===== config.mk =====
export PLATFORM = sky130hd
export DESIGN_NAME = mem_access_stage_flat
export DESIGN_NICKNAME = d
export VERILOG_FILES = /design/src/rtl/mem_access_stage_if.sv /design/src/rtl/mem_access_stage.sv /design/src/flat_wrapper.sv
export SDC_FILE = /design/constraint.sdc
export NUM_CORES = 1
export LEC_CHECK = 0
export BUFFER_PORTS_ARGS = -buffer_cell sky130_fd_sc_hd__buf_4
export CAP_MARGIN = 0
export CORE_MARGIN = 2
export CORE_UTILIZATION = 52
export CTS_BUF_LIST = sky130_fd_sc_hd__clkbuf_8
export DETAILED_ROUTE_END_ITERATION = 8
export HOLD_SLACK_MARGIN = 0.02
export PLACE_DENSITY = 0.84
export REMOVE_ABC_BUFFERS = 1
export SLEW_MARGIN = 5
export SYNTH_ARGS = -nofsm -noshare
export SYNTH_HDL_FRONTEND = slang
export SYNTH_SLANG_ARGS = --single-unit

===== constraint.sdc =====
create_clock -name clk -period 2.3 [get_ports clk]
set_input_delay 0.115 -clock clk [delete_from_list [all_inputs] [get_ports clk]]
set_output_delay 0.115 -clock clk [all_outputs]
set_load 0.05 [all_outputs]

===== src/rtl/mem_access_stage_if.sv =====
// Data-memory bus between the pipeline memory stage and the data memory.
// The stage is the master: it raises req and holds the request fields stable
// until the memory answers with ready (and rdata for reads).
interface mem_access_stage_if #(
  parameter int AW = 30
);
  logic          req;
  logic          we;
  logic [AW-1:0] addr;
  logic [3:0]    be;
  logic [31:0]   wdata;
  logic          ready;
  logic [31:0]   rdata;

  modport master (
    output req, we, addr, be, wdata,
    input  ready, rdata
  );

  modport slave (
    input  req, we, addr, be, wdata,
    output ready, rdata
  );
endinterface


===== src/rtl/mem_access_stage.sv =====
// Memory stage of the 5-stage RISC-V pipeline.
// Takes the EX/MEM register contents, performs loads/stores over a req/ready
// data-memory handshake, stalls the front of the pipe while an access is in
// flight, and registers the aligned/extended result into MEM/WB.
//
// Build option: define MEM_MISALIGN_TRAP_EN to trap misaligned accesses
// (no request, one-cycle misalign_exc pulse, bubble into MEM/WB). Without it,
// misaligned addresses are silently aligned and misalign_exc is tied low.
module mem_access_stage #(
  parameter int DMEM_AW = 30
) (
  input  logic                clk,
  input  logic                rst,
  // EX/MEM register outputs
  input  logic [31:0]         result_in,
  input  logic [31:0]         rd_data_2_in,
  input  logic                mem_read_in,
  input  logic                mem_write_in,
  input  logic                mem_to_reg_in,
  input  logic                reg_write_in,
  input  logic [4:0]          rd_in,
  input  logic [2:0]          func3_in,
  // data memory
  mem_access_stage_if.master  dmem,
  // pipeline control
  output logic                mem_stall,
  // MEM/WB register
  output logic [31:0]         wb_data_out,
  output logic [4:0]          wb_rd_out,
  output logic                wb_reg_write_out,
  output logic                misalign_exc
);

  localparam logic [0:0] ST_IDLE = 1'b0;
  localparam logic [0:0] ST_WAIT = 1'b1;

  localparam logic [2:0] F3_B  = 3'b000;
  localparam logic [2:0] F3_H  = 3'b001;
  localparam logic [2:0] F3_W  = 3'b010;
  localparam logic [2:0] F3_BU = 3'b100;
  localparam logic [2:0] F3_HU = 3'b101;

  logic [0:0]  state;

  // decoded view of the incoming EX/MEM instruction
  logic        access;
  logic        is_store;
  logic        is_word;
  logic        is_half;
  logic        trap;
  logic [31:0] eff_addr;
  logic [3:0]  be_next;
  logic [31:0] wdata_next;

  // instruction context captured when the request is launched
  logic [2:0]  lat_func3;
  logic [1:0]  lat_lane;
  logic [4:0]  lat_rd;
  logic        lat_mem_to_reg;
  logic        lat_reg_write;
  logic [31:0] lat_result;

  // load data after lane selection and extension
  logic [7:0]  lane_byte;
  logic [15:0] lane_half;
  logic [31:0] load_fmt;

  // Decode access type and compute the size-aligned byte address.
  always_comb begin
    // NOTE: every always_comb output gets a default first so no path leaves it unassigned (no latch).
    access   = mem_read_in | mem_write_in;
    is_store = mem_write_in;
    is_word  = (func3_in == F3_W);
    is_half  = (func3_in == F3_H) || (!is_store && (func3_in == F3_HU));
    eff_addr = result_in;
    if (is_word) begin
      eff_addr[1:0] = 2'b00;
    end else if (is_half) begin
      eff_addr[0] = 1'b0;
    end
  end

`ifdef MEM_MISALIGN_TRAP_EN
  // Misaligned word or half-word access is trapped instead of issued.
  assign trap = access &&
                ((is_word && (result_in[1:0] != 2'b00)) ||
                 (is_half && result_in[0]));
`else
  assign trap = 1'b0;
`endif

  // Byte enables by access size and lane-replicated store data.
  always_comb begin
    be_next    = 4'b1111;
    wdata_next = rd_data_2_in;
    case (func3_in[1:0])
      2'b00: begin
        be_next    = 4'b0001 << eff_addr[1:0];
        wdata_next = {4{rd_data_2_in[7:0]}};
      end
      2'b01: begin
        be_next    = 4'b0011 << {eff_addr[1], 1'b0};
        wdata_next = {2{rd_data_2_in[15:0]}};
      end
      default: begin
        be_next    = 4'b1111;
        wdata_next = rd_data_2_in;
      end
    endcase
  end

  // Stall while an issued access is pending; the cycle the memory answers
  // lets the upstream registers advance.
  assign mem_stall = (state == ST_IDLE) ? (access && !trap) : !dmem.ready;

  // Select the addressed lane and sign/zero-extend the load data.
  always_comb begin
    lane_byte = 8'h00;
    lane_half = lat_lane[1] ? dmem.rdata[31:16] : dmem.rdata[15:0];
    case (lat_lane)
      2'd0:    lane_byte = dmem.rdata[7:0];
      2'd1:    lane_byte = dmem.rdata[15:8];
      2'd2:    lane_byte = dmem.rdata[23:16];
      default: lane_byte = dmem.rdata[31:24];
    endcase
    case (lat_func3)
      F3_B:    load_fmt = {{24{lane_byte[7]}}, lane_byte};
      F3_H:    load_fmt = {{16{lane_half[15]}}, lane_half};
      F3_W:    load_fmt = dmem.rdata;
      F3_BU:   load_fmt = {24'h000000, lane_byte};
      F3_HU:   load_fmt = {16'h0000, lane_half};
      default: load_fmt = dmem.rdata;
    endcase
  end

  // Handshake FSM: launch the request from IDLE, release it on ready.
  always_ff @(posedge clk) begin
    // NOTE: sequential state uses non-blocking assignments so every register samples pre-edge values.
    if (rst) begin
      state      <= ST_IDLE;
      dmem.req   <= 1'b0;
      dmem.we    <= 1'b0;
      dmem.addr  <= '0;
      dmem.be    <= 4'b0000;
      dmem.wdata <= 32'h0;
    end else begin
      case (state)
        ST_IDLE: begin
          if (access && !trap) begin
            state      <= ST_WAIT;
            dmem.req   <= 1'b1;
            dmem.we    <= is_store;
            dmem.addr  <= eff_addr[DMEM_AW+1:2];
            dmem.be    <= be_next;
            dmem.wdata <= wdata_next;
          end
        end
        ST_WAIT: begin
          if (dmem.ready) begin
            state    <= ST_IDLE;
            dmem.req <= 1'b0;
          end
        end
        default: begin
          state    <= ST_IDLE;
          dmem.req <= 1'b0;
        end
      endcase
    end
  end

  // Capture the instruction context when the request is launched.
  always_ff @(posedge clk) begin
    // NOTE: context registers carry no reset; they are only read in WAIT, after being loaded on entry.
    if (state == ST_IDLE && access && !trap) begin
      lat_func3      <= func3_in;
      lat_lane       <= eff_addr[1:0];
      lat_rd         <= rd_in;
      lat_mem_to_reg <= mem_to_reg_in && !is_store;
      lat_reg_write  <= reg_write_in && !is_store;
      lat_result     <= result_in;
    end
  end

  // MEM/WB register: pass-through, bubble while busy, or the completed access.
  always_ff @(posedge clk) begin
    if (rst) begin
      wb_data_out      <= 32'h0;
      wb_rd_out        <= 5'd0;
      wb_reg_write_out <= 1'b0;
    end else if (state == ST_IDLE) begin
      if (!access) begin
        wb_data_out      <= result_in;
        wb_rd_out        <= rd_in;
        wb_reg_write_out <= reg_write_in;
      end else begin
        wb_data_out      <= 32'h0;
        wb_rd_out        <= 5'd0;
        wb_reg_write_out <= 1'b0;
      end
    end else if (dmem.ready) begin
      wb_data_out      <= lat_mem_to_reg ? load_fmt : lat_result;
      wb_rd_out        <= lat_rd;
      wb_reg_write_out <= lat_reg_write;
    end
  end

`ifdef MEM_MISALIGN_TRAP_EN
  // One-cycle exception pulse for a trapped access seen in IDLE.
  always_ff @(posedge clk) begin
    if (rst) begin
      misalign_exc <= 1'b0;
    end else begin
      misalign_exc <= (state == ST_IDLE) && trap;
    end
  end
`else
  assign misalign_exc = 1'b0;
`endif

endmodule

===== src/flat_wrapper.sv =====
// flat-port wrapper written by rule: the top's interface ports become plain ports
module mem_access_stage_flat 
#(
  parameter int DMEM_AW = 30
)
  (clk, rst, result_in, rd_data_2_in, mem_read_in, mem_write_in, mem_to_reg_in, reg_write_in, rd_in, func3_in, mem_stall, wb_data_out, wb_rd_out, wb_reg_write_out, misalign_exc, dmem_req, dmem_we, dmem_addr, dmem_be, dmem_wdata, dmem_ready, dmem_rdata);
  mem_access_stage_if dmem_i ();
  input  logic clk;
  input  logic rst;
  input  logic [31:0] result_in;
  input  logic [31:0] rd_data_2_in;
  input  logic mem_read_in;
  input  logic mem_write_in;
  input  logic mem_to_reg_in;
  input  logic reg_write_in;
  input  logic [4:0] rd_in;
  input  logic [2:0] func3_in;
  output logic mem_stall;
  output logic [31:0] wb_data_out;
  output logic [4:0] wb_rd_out;
  output logic wb_reg_write_out;
  output logic misalign_exc;
  output wire logic [$bits(dmem_i.req)-1:0] dmem_req;
  output wire logic [$bits(dmem_i.we)-1:0] dmem_we;
  output wire logic [$bits(dmem_i.addr)-1:0] dmem_addr;
  output wire logic [$bits(dmem_i.be)-1:0] dmem_be;
  output wire logic [$bits(dmem_i.wdata)-1:0] dmem_wdata;
  input wire logic [$bits(dmem_i.ready)-1:0] dmem_ready;
  input wire logic [$bits(dmem_i.rdata)-1:0] dmem_rdata;
  assign dmem_req = dmem_i.req;
  assign dmem_we = dmem_i.we;
  assign dmem_addr = dmem_i.addr;
  assign dmem_be = dmem_i.be;
  assign dmem_wdata = dmem_i.wdata;
  assign dmem_i.ready = dmem_ready;
  assign dmem_i.rdata = dmem_rdata;
  mem_access_stage #(.DMEM_AW(DMEM_AW)) u_core (.clk(clk), .rst(rst), .result_in(result_in), .rd_data_2_in(rd_data_2_in), .mem_read_in(mem_read_in), .mem_write_in(mem_write_in), .mem_to_reg_in(mem_to_reg_in), .reg_write_in(reg_write_in), .rd_in(rd_in), .func3_in(func3_in), .dmem(dmem_i), .mem_stall(mem_stall), .wb_data_out(wb_data_out), .wb_rd_out(wb_rd_out), .wb_reg_write_out(wb_reg_write_out), .misalign_exc(misalign_exc));
endmodule

==> results.yml, run 1 <==
die:
  start_util_pct: 52.6
  die_area_um2: 13500
  die-height_um: 116
  std_cell_rows: 41
  core_area_um2: 12500
  pin_count: 219
  die_w_um: 116
setup_path:
  worstPathMaxFanout: 29
  startpoint_type: "register"
  rr_worst_depth: 6
  r2r_end: "u_core.dmem.wdata[12]"
  critPathTopFamily: "buffers and inverters"
  cp-startpoint: "u_core.state"
  crit_chain: "or2_2 -> inv_6 -> buf_4 -> nor2_1 -> a311oi_1 -> dlygate4sd3_1"
  path_depth: 6
  reg2reg_slack_ns: 0.16
  slowest_stage: "dlygate4sd3_1"
  path_buf_inv: 3
  max_stage_delay_ns: 0.57
  cp-end-kind: "register"
  arrival_ns: 2.55
  worstPathRequired_ns: 2.71
  cp-endpoint: "u_core.dmem.wdata[12]"
  reg2reg_from: "u_core.state"
  critical_path_class: "reg2reg"
timing:
  slew_viol_final: 0
  fmax_mhz: 467
  tightest_slew_ns: 0.895
  fin_crit_sh_pct: 93.1
  setup-violations-final: 0
  slew_headroom_pct: 40.1
  setup_tns_ns: 0
  finalHoldViolCount: 0
  rsz0062_at_grt: "no"
  min_period_ns: 2.14
  clock_skew_ns: 0.0123
routing:
  remaining_drc_errors: 0
  drt_iter0_drc: 690
  finalWirelength_mm: 21.0
  wl_per_cell_um: 17.5
  via_per_inst: 5.62
  ant_nets: 0
  dr_total_vias: 6711
  firstDrtPassIters: 5
synth:
  synthTopCellsByCount: "nand2_1, dfxtp_1, a21oi_1, nor2_1, clkbuf_1"
  synth_edf_count: 44
  synthesis.instances: 739
  yosys.area.top_type: "dfxtp_1"
  yosys_warnings: 0
  syn-cell-area_um2: 6560
  synth-seq-area-share_pct: 52.8
  ys_types: 33
  synthFlopType: "dfxtp_1"
  yosysMostFrequentCell: "nand2_1"
  synth_top_area_share_pct: 32.6
  synth_seq_cells: 151
  synth.avg_cell_area_um2: 8.88
  synth-async-reset-ratio_pct: 0
  netlist_top_cells_area: "dfxtp_1, edfxtp_1, nand2_1"
final_layout:
  nNetsFinal: 1120
  num_antenna_cells: 0
  final_core_util_pct: 76.9
  nFillCells: 846
  regArea_um2: 3460
  multi_input_area_um2: 2830
  reg_top3: "u_core.dmem.wdata x32, u_core.lat_result x32, u_core.wb_data_out x32"
  drive_gt1_share_pct: 28.1
  area_growth_pct: 46.0
clocking:
  cts-root-buf: "clkbuf_8"
  htree_levels: 4
  clock_path_buffers: 2
  cts_buffers: 17
  insertion_delay_ns: 0.47
  clk_pin_slew_worst_paths_ns: 0.08
  cts_tree: "built"
  postCtsSetupBuffers: 0
  clock-sinks: 151
power_and_ir_drop:
  p_clk_share_pct: 33.8
  seqPwrFrac_pct: 42.3
  peakVddDrop_mv: 0.608
  pwr-share-comb_pct: 23.9
  p_switching_mw: 2.24
  internal-power_mw: 5.01
  power_leakage_nw: 4.10
  p_per_area_nw_per_um2: 756
  switching_share_pct: 30.9
place:
  numPortBuffers: 217
  gp_congestion: 0.892
  dp_hpwl_mm: 13.3
hold_path:
  hold_path.class: "in2reg"
  min_from: "rst"
global_routing:
  grt_pass1_vias: 6453
  globalRouteMet1Util_pct: 35.3
  grt_pass1_wl_mm: 31.8
  grt_max_degree: 88
  met3_usage_pct: 10.5
  track_usage_pct: 30.5
  overflow: 0
  antenna_found_initial: 0
  grt_use_met2_pct: 51.5
  busiest_layer: "met2"
status:
  status: "completed"
job:
  drv_cap: 0
[metrics by stage]
step | setup WS, ns | hold slack [ns] | cells | instance area (µm²) | total power [mW]
finish | 0.159 | 0.0413 | 1194 | 9580 | 7.25
global route | 0.00337 | 0.0260 | 1194 | 9580 | 7.51
CTS | 0.0496 | 0.0258 | 1193 | 9570 | 7.22
detailed placement | 0.0944 | 0.307 | 1088 | 8360 | 4.72
global placement | 0.261 | 0.304 | 1088 | 8360 | 4.69
floorplan | -2.41 | 0.184 | 676 | 6290 | 4.07
[layout make-up]
type,count,area share (%)
Timing Repair Buffer,313,26.9
Multi-Input combinational cell,522,29.6
Clock buffer,18,2.58
Sequential cell,151,36.1
Inverter,4,0.209
Clock inverter,14,2.40
Tap cell,172,2.25
[placed cells by master, fill, tap and decap left out, types with 8 or more instances in the layout]
| cell type | n |
|---|---|
| edfxtp_1 | 44 |
| nor3b_1 | 8 |
| a311oi_1 | 8 |
| o31ai_1 | 16 |
| dfxtp_1 | 107 |
| a22oi_1 | 38 |
| a211oi_1 | 18 |
| nor2_1 | 69 |
| nor2b_1 | 12 |
| a21oi_1 | 82 |
| o21ai_0 | 29 |
| o22ai_1 | 11 |
| a21o_1 | 8 |
| o211ai_1 | 8 |
| nand2_1 | 166 |
| mux2_2 | 8 |
| mux2i_1 | 16 |
| buf_4 | 236 |
| dlygate4sd3_1 | 73 |
| clkbuf_8 | 18 |
[per-layer routing]
| layer | routed length, µm | vias up |
|---|---|---|
| met2 | 10300 | 348 |
| met4 | 512 | 0 |
| met1 | 8030 | 3165 |
| li1 | - | 3152 |
| met3 | 2070 | 46 |
| met5 | 0 | - |
[power by group through the flow]
stage,combinational [mW],sequential (mW),clock (mW)
2_1_floorplan,0.455,3.61,0
3_3_place_gp,1.58,3.11,0
3_5_place_dp,1.60,3.12,0
4_1_cts,1.71,3.06,2.46
5_1_grt,1.84,3.09,2.58
6_report,1.73,3.06,2.45
[worst register-to-register path, cell delays in order, from the launching register on]
cell           delay, ns
dfxtp_1             0.39
or2_2               0.37
inv_6               0.22
buf_4               0.26
nor2_1              0.06
a311oi_1            0.22
dlygate4sd3_1       0.57
[worst min path at each step]
stage	endpoint	slack [ns]	depth (start not counted)
2_1_floorplan	u_core.dmem.addr[0]	0.18	1
3_3_place_gp	u_core.lat_rd[0]	0.30	1
3_5_place_dp	u_core.lat_rd[3]	0.31	1
4_1_cts	u_core.dmem.wdata[26]	0.03	5
5_1_grt	u_core.wb_data_out[15]	0.03	2
6_report	u_core.wb_data_out[13]	0.04	2
[cells by family after synthesis]
kind of cell | Yosys count | share of synthesized area, %
other | 1 | 0.0571
flip-flops | 151 | 52.8
AO/OA/AOI/OAI | 226 | 21.7
multiplexers | 24 | 3.81
AND/OR/NAND/NOR | 270 | 17.3
buffers and inverters | 67 | 4.37
[repair_timing]
item	4_1_cts	5_1_grt
gates resized for setup	0	2
hold endpoints to repair	133	0
endpoints found under the setup margin	0	16
hold buffers	73	0
(Power assumes the default switching activity.)
==> inputs of run 2 (changes only) <==
--- a/config.mk
+++ b/config.mk
@@ -7,8 +7,10 @@
 export LEC_CHECK = 0
 export BUFFER_PORTS_ARGS = -buffer_cell sky130_fd_sc_hd__buf_4
 export CAP_MARGIN = 0
+export CELL_PAD_IN_SITES_DETAIL_PLACEMENT = 0
+export CELL_PAD_IN_SITES_GLOBAL_PLACEMENT = 1
 export CORE_MARGIN = 2
-export CORE_UTILIZATION = 52
+export CORE_UTILIZATION = 38
 export CTS_BUF_LIST = sky130_fd_sc_hd__clkbuf_8
 export DETAILED_ROUTE_END_ITERATION = 8
 export HOLD_SLACK_MARGIN = 0.02
==> results.yml, run 2 (same netlist as run 1, synthesis figures left out) <==
clocking:
  clock-sinks: 151
  postCtsSetupBuffers: 0
  cts-root-buf: "clkbuf_8"
  clock_path_buffers: 2
  htree_levels: 4
  clk_pin_slew_worst_paths_ns: 0.08
  cts_buffers: 17
  insertion_delay_ns: 0.45
  cts_tree: "built"
timing:
  fin_crit_sh_pct: 92.9
  slew_viol_final: 0
  rsz0062_at_grt: "no"
  fin_hold_ws_ns: 0.0498
  setup-violations-final: 0
  clock_skew_ns: 0.0129
  slew_headroom_pct: 36.7
  finalHoldViolCount: 0
  fmax_mhz: 468
  min_period_ns: 2.14
  tightest_slew_ns: 0.946
global_routing:
  overflow: 0
  grt_pass1_wl_mm: 32.4
  grt_max_degree: 53
  antenna_found_initial: 0
  track_usage_pct: 22.6
  grt_pass1_vias: 6112
setup_path:
  critPathTopFamily: "simple AND/OR/NAND/NOR gates"
  worstPathRequired_ns: 2.68
  startpoint_type: "register"
  critical_path_class: "reg2reg"
  path_buf_inv: 0
  cp-end-kind: "register"
  max_stage_delay_ns: 0.79
  slowest_stage: "nor3b_2"
  arrival_ns: 2.51
  crit_chain: "nor3_1 -> a32o_1 -> nor3b_2 -> o31ai_1 -> a21oi_1"
  worstPathMaxFanout: 12
die:
  core_area_um2: 17100
  std_cell_rows: 48
  die_area_um2: 18300
  pin_count: 219
  start_util_pct: 38.3
  die-height_um: 135
  die_w_um: 135
routing:
  ant_nets: 0
  via_per_inst: 5.14
  drt_iter0_drc: 465
  remaining_drc_errors: 0
  firstDrtPassIters: 5
  wl_met3_mm: 1.79
  wl_per_cell_um: 16.9
  met2WireLength_mm: 10.2
  dr_total_vias: 6407
  wl_met1_mm: 8.87
  dr.max_layer_used: "met4"
  finalWirelength_mm: 21.0
final_layout:
  nFillCells: 1633
  drive_gt1_share_pct: 27.8
  reg_top3: "u_core.dmem.wdata x32, u_core.lat_result x32, u_core.wb_data_out x32"
  num_antenna_cells: 0
  mostFrequentLayoutCells: "buf_4, nand2_1, dfxtp_1, a21oi_1, dlygate4sd3_1"
  final_common_cell: "buf_4"
  post-route-cell-area_um2: 9630
  area_growth_pct: 46.7
  final_core_util_pct: 56.2
  nNetsFinal: 1120
hold_path:
  hold_path.class: "in2reg"
place:
  gp_congestion: 0.763
  numPortBuffers: 217
  dpl-instance-area_um2: 8440
  dp_hpwl_mm: 14.2
job:
  drv_cap: 0
status:
  status: "completed"
power_and_ir_drop:
  p_per_area_nw_per_um2: 725
  finalPower_mw: 6.98
  power_leakage_nw: 4.08
  peakVddDrop_mv: 0.399
-- run 2: timing repair --
item	4_1_cts	5_1_grt
setup endpoints to repair	0	1
resized for setup	0	0
hold buffers	75	0
hold endpoints to repair	136	0
-- run 2: routing by layer --
layer	GRT usage, %	vias to the layer above
li1	-	3146
met1	28.8	3006
met2	37.6	236
met3	7.44	19
met4	4.86	0
met5	0	-
-- run 2: tightest hold or removal path, delay by kind of cell --
family          cells  cell delay (ns)
compound gates      2             0.17
simple gates        2             0.10
buf+inv             1             0.08
-- run 2: layout make-up --
type | count | area (µm²) | area share [%]
multi-input combinational | 522 | 2840 | 29.5
clock buffer | 17 | 234 | 2.43
clock inverter | 15 | 186 | 1.94
timing repair buffer | 313 | 2600 | 27.0
tap | 225 | 282 | 2.92
sequential | 151 | 3460 | 36.0
inverter | 4 | 17.5 | 0.182
-- run 2: per-stage QoR --
stage                     setup TNS (ns)  std cells  worst slack (ns)
after floorplan                  -200.27        676             -2.41
after global placement                 0       1139             0.217
after detailed placement               0       1139             0.194
after CTS                              0       1246             0.157
after global routing                   0       1247            0.0520
final                                  0       1247             0.164
-- run 2: final timing paths --
kind,to,slack (ns),cells past startpoint,startpoint
setup reg to reg,u_core.wb_data_out[26],0.16,5,u_core.lat_func3[1]
hold / removal,u_core.dmem.wdata[26],0.05,5,rd_data_2_in[26]
setup / recovery,u_core.wb_data_out[26],0.16,5,u_core.lat_func3[1]
hold reg to reg,u_core.dmem.addr[26],0.46,2,u_core.dmem.addr[26]
-- run 2: power by group --
| part | internal [mW] | switching, mW |
|---|---|---|
| Combinational | 0.636 | 1.11 |
| Sequential | 2.95 | 0.0997 |
| Clock | 1.17 | 1.01 |
| Total | 4.76 | 2.22 |
==> inputs of run 3 (changes only) <==
--- a/config.mk
+++ b/config.mk
@@ -10,11 +10,12 @@
 export CELL_PAD_IN_SITES_DETAIL_PLACEMENT = 0
 export CELL_PAD_IN_SITES_GLOBAL_PLACEMENT = 1
 export CORE_MARGIN = 2
-export CORE_UTILIZATION = 38
-export CTS_BUF_LIST = sky130_fd_sc_hd__clkbuf_8
+export CORE_UTILIZATION = 37
+export CTS_BUF_LIST = sky130_fd_sc_hd__clkbuf_4 sky130_fd_sc_hd__clkbuf_8 sky130_fd_sc_hd__clkbuf_16
+export CTS_CLUSTER_DIAMETER = 80
 export DETAILED_ROUTE_END_ITERATION = 8
 export HOLD_SLACK_MARGIN = 0.02
-export PLACE_DENSITY = 0.84
+export PLACE_DENSITY = 0.82
 export REMOVE_ABC_BUFFERS = 1
 export SLEW_MARGIN = 5
 export SYNTH_ARGS = -nofsm -noshare
==> results.yml, run 3 (same netlist as run 1, synthesis figures left out) <==
job:
  drv_cap: 0
routing:
  dr_total_vias: 6452
  ant_nets: 0
  via_per_inst: 5.23
  finalWirelength_mm: 21.3
  wl_per_cell_um: 17.2
  firstDrtPassIters: 5
  remaining_drc_errors: 0
  drt_iter0_drc: 394
setup_path:
  critical_path_class: "reg2reg"
  arrival_ns: 2.43
  critPathTopFamily: "simple AND/OR/NAND/NOR gates"
  rr_worst_depth: 5
  reg2reg_from: "u_core.lat_lane[0]"
  path_buf_inv: 0
  startpoint_type: "register"
  cp-end-kind: "register"
  crit_chain: "mux2_2 -> a32o_1 -> nor3b_2 -> o31ai_1 -> a21oi_1"
  worstPathMaxFanout: 12
  worstPathRequired_ns: 2.66
  max_stage_delay_ns: 0.75
  r2r_end: "u_core.wb_data_out[23]"
  slowest_stage: "nor3b_2"
  reg2reg_slack_ns: 0.22
timing:
  setup_tns_ns: 0
  setup-violations-final: 0
  slew_viol_final: 0
  clock_skew_ns: 0.00818
  slew_headroom_pct: 41.2
  finalHoldViolCount: 0
  fmax_mhz: 481
  tightest_slew_ns: 0.878
  rsz0062_at_grt: "no"
  min_period_ns: 2.08
  fin_crit_sh_pct: 90.3
final_layout:
  reg_top3: "u_core.dmem.wdata x32, u_core.lat_result x32, u_core.wb_data_out x32"
  nNetsFinal: 1106
  drive_gt1_share_pct: 28.4
  num_antenna_cells: 0
  final_cells: 1233
  nFillCells: 1615
  regArea_um2: 3460
  mostFrequentLayoutCells: "buf_4, nand2_1, dfxtp_1, a21oi_1, nor2_1"
  area_growth_pct: 47.1
  final_common_cell: "buf_4"
  multi_input_area_um2: 2840
die:
  die_area_um2: 18800
  start_util_pct: 37.9
  std_cell_rows: 48
  die-height_um: 137
  pin_count: 219
  core_area_um2: 17300
  die_w_um: 137
hold_path:
  min_to: "u_core.wb_data_out[2]"
  hold_path.class: "in2reg"
  min_from: "dmem_rdata[2]"
  hold_depth: 3
place:
  dp_hpwl_mm: 13.9
  gp_congestion: 0.813
  dp_cells: 1139
  numPortBuffers: 217
clocking:
  cts-root-buf: "clkbuf_16"
  insertion_delay_ns: 0.43
  cts.repair.resized: 0
  cts_buffers: 17
  postCtsSetupBuffers: 0
  clk_pin_slew_worst_paths_ns: 0.06
  htree_levels: 4
  clock_path_buffers: 2
  clock-sinks: 151
  cts_tree: "built"
power_and_ir_drop:
  power_leakage_nw: 4.10
  p_clk_share_pct: 37.2
  seqPwrFrac_pct: 40.2
  internal-power_mw: 5.28
  p_switching_mw: 2.33
  p_per_area_nw_per_um2: 788
  peakVddDrop_mv: 0.570
  pwr-share-comb_pct: 22.6
  switching_share_pct: 30.6
global_routing:
  grt_max_degree: 71
  grt_pass1_vias: 6155
  antenna_found_initial: 0
  grt_pass1_wl_mm: 32.8
  track_usage_pct: 22.5
  overflow: 0
status:
  status: "completed"
==> run 3: repair_timing <==
action | in CTS | in global routing
hold endpoints to repair | 121 | 0
hold buffers | 61 | 0
endpoints found under the setup margin | 0 | 10
==> run 3: how the worst max path moves through the flow <==
| stage | startpoint | endpoint | slack, ns | cells past startpoint |
|---|---|---|---|---|
| global route | u_core.lat_func3[1] | u_core.wb_data_out[24] | 0.11 | 5 |
| detailed placement | u_core.lat_lane[0] | u_core.wb_data_out[22] | 0.12 | 5 |
| finish | u_core.lat_lane[0] | u_core.wb_data_out[23] | 0.22 | 5 |
| global placement | u_core.lat_lane[0] | u_core.wb_data_out[27] | 0.17 | 5 |
| floorplan | u_core.state | u_core.state | -2.41 | 4 |
| CTS | u_core.lat_lane[0] | u_core.wb_data_out[16] | 0.09 | 5 |
==> run 3: area by class of cell <==
| class | count | share of cell area [%] |
|---|---|---|
| multi-input cells | 522 | 29.4 |
| clock inverters | 9 | 0.881 |
| inverters | 4 | 0.181 |
| flip-flops and latches | 151 | 35.9 |
| well taps | 225 | 2.92 |
| clock buffers | 23 | 5.36 |
| repair buffers | 299 | 25.3 |
==> run 3: metrics by stage <==
stage	util (%)	hold slack, ns	instance area [µm²]	power (mW)	worst slack [ns]
finish	55.8	0.0340	9660	7.61	0.222
global route	55.8	0.0370	9660	7.93	0.108
CTS	55.8	0.0232	9640	7.66	0.0921
detailed placement	48.7	0.305	8430	4.75	0.125
global placement	48.7	0.306	8430	4.74	0.174
floorplan	-	0.184	6290	4.07	-2.41
==> run 3: layer usage <==
metal	wire (µm)	GRT usage (%)	vias to the layer above
met5	0	0	-
met1	9190	28.9	3062
li1	-	-	3130
met2	9780	35.6	231
met3	1900	7.40	29
met4	396	7.85	0
==> run 3: power groups by stage <==
stage / clock [mW] / sequential (mW) / combinational [mW]
2_1_floorplan: 0 / 3.61 / 0.455
3_3_place_gp: 0 / 3.11 / 1.63
3_5_place_dp: 0 / 3.11 / 1.63
4_1_cts: 2.88 / 3.06 / 1.72
5_1_grt: 3.00 / 3.08 / 1.85
6_report: 2.83 / 3.06 / 1.72
==> run 3: tightest hold or removal path, stage by stage <==
cell and delay, ns:
buf_4 0.09, o221ai_1 0.12, o211ai_1 0.09
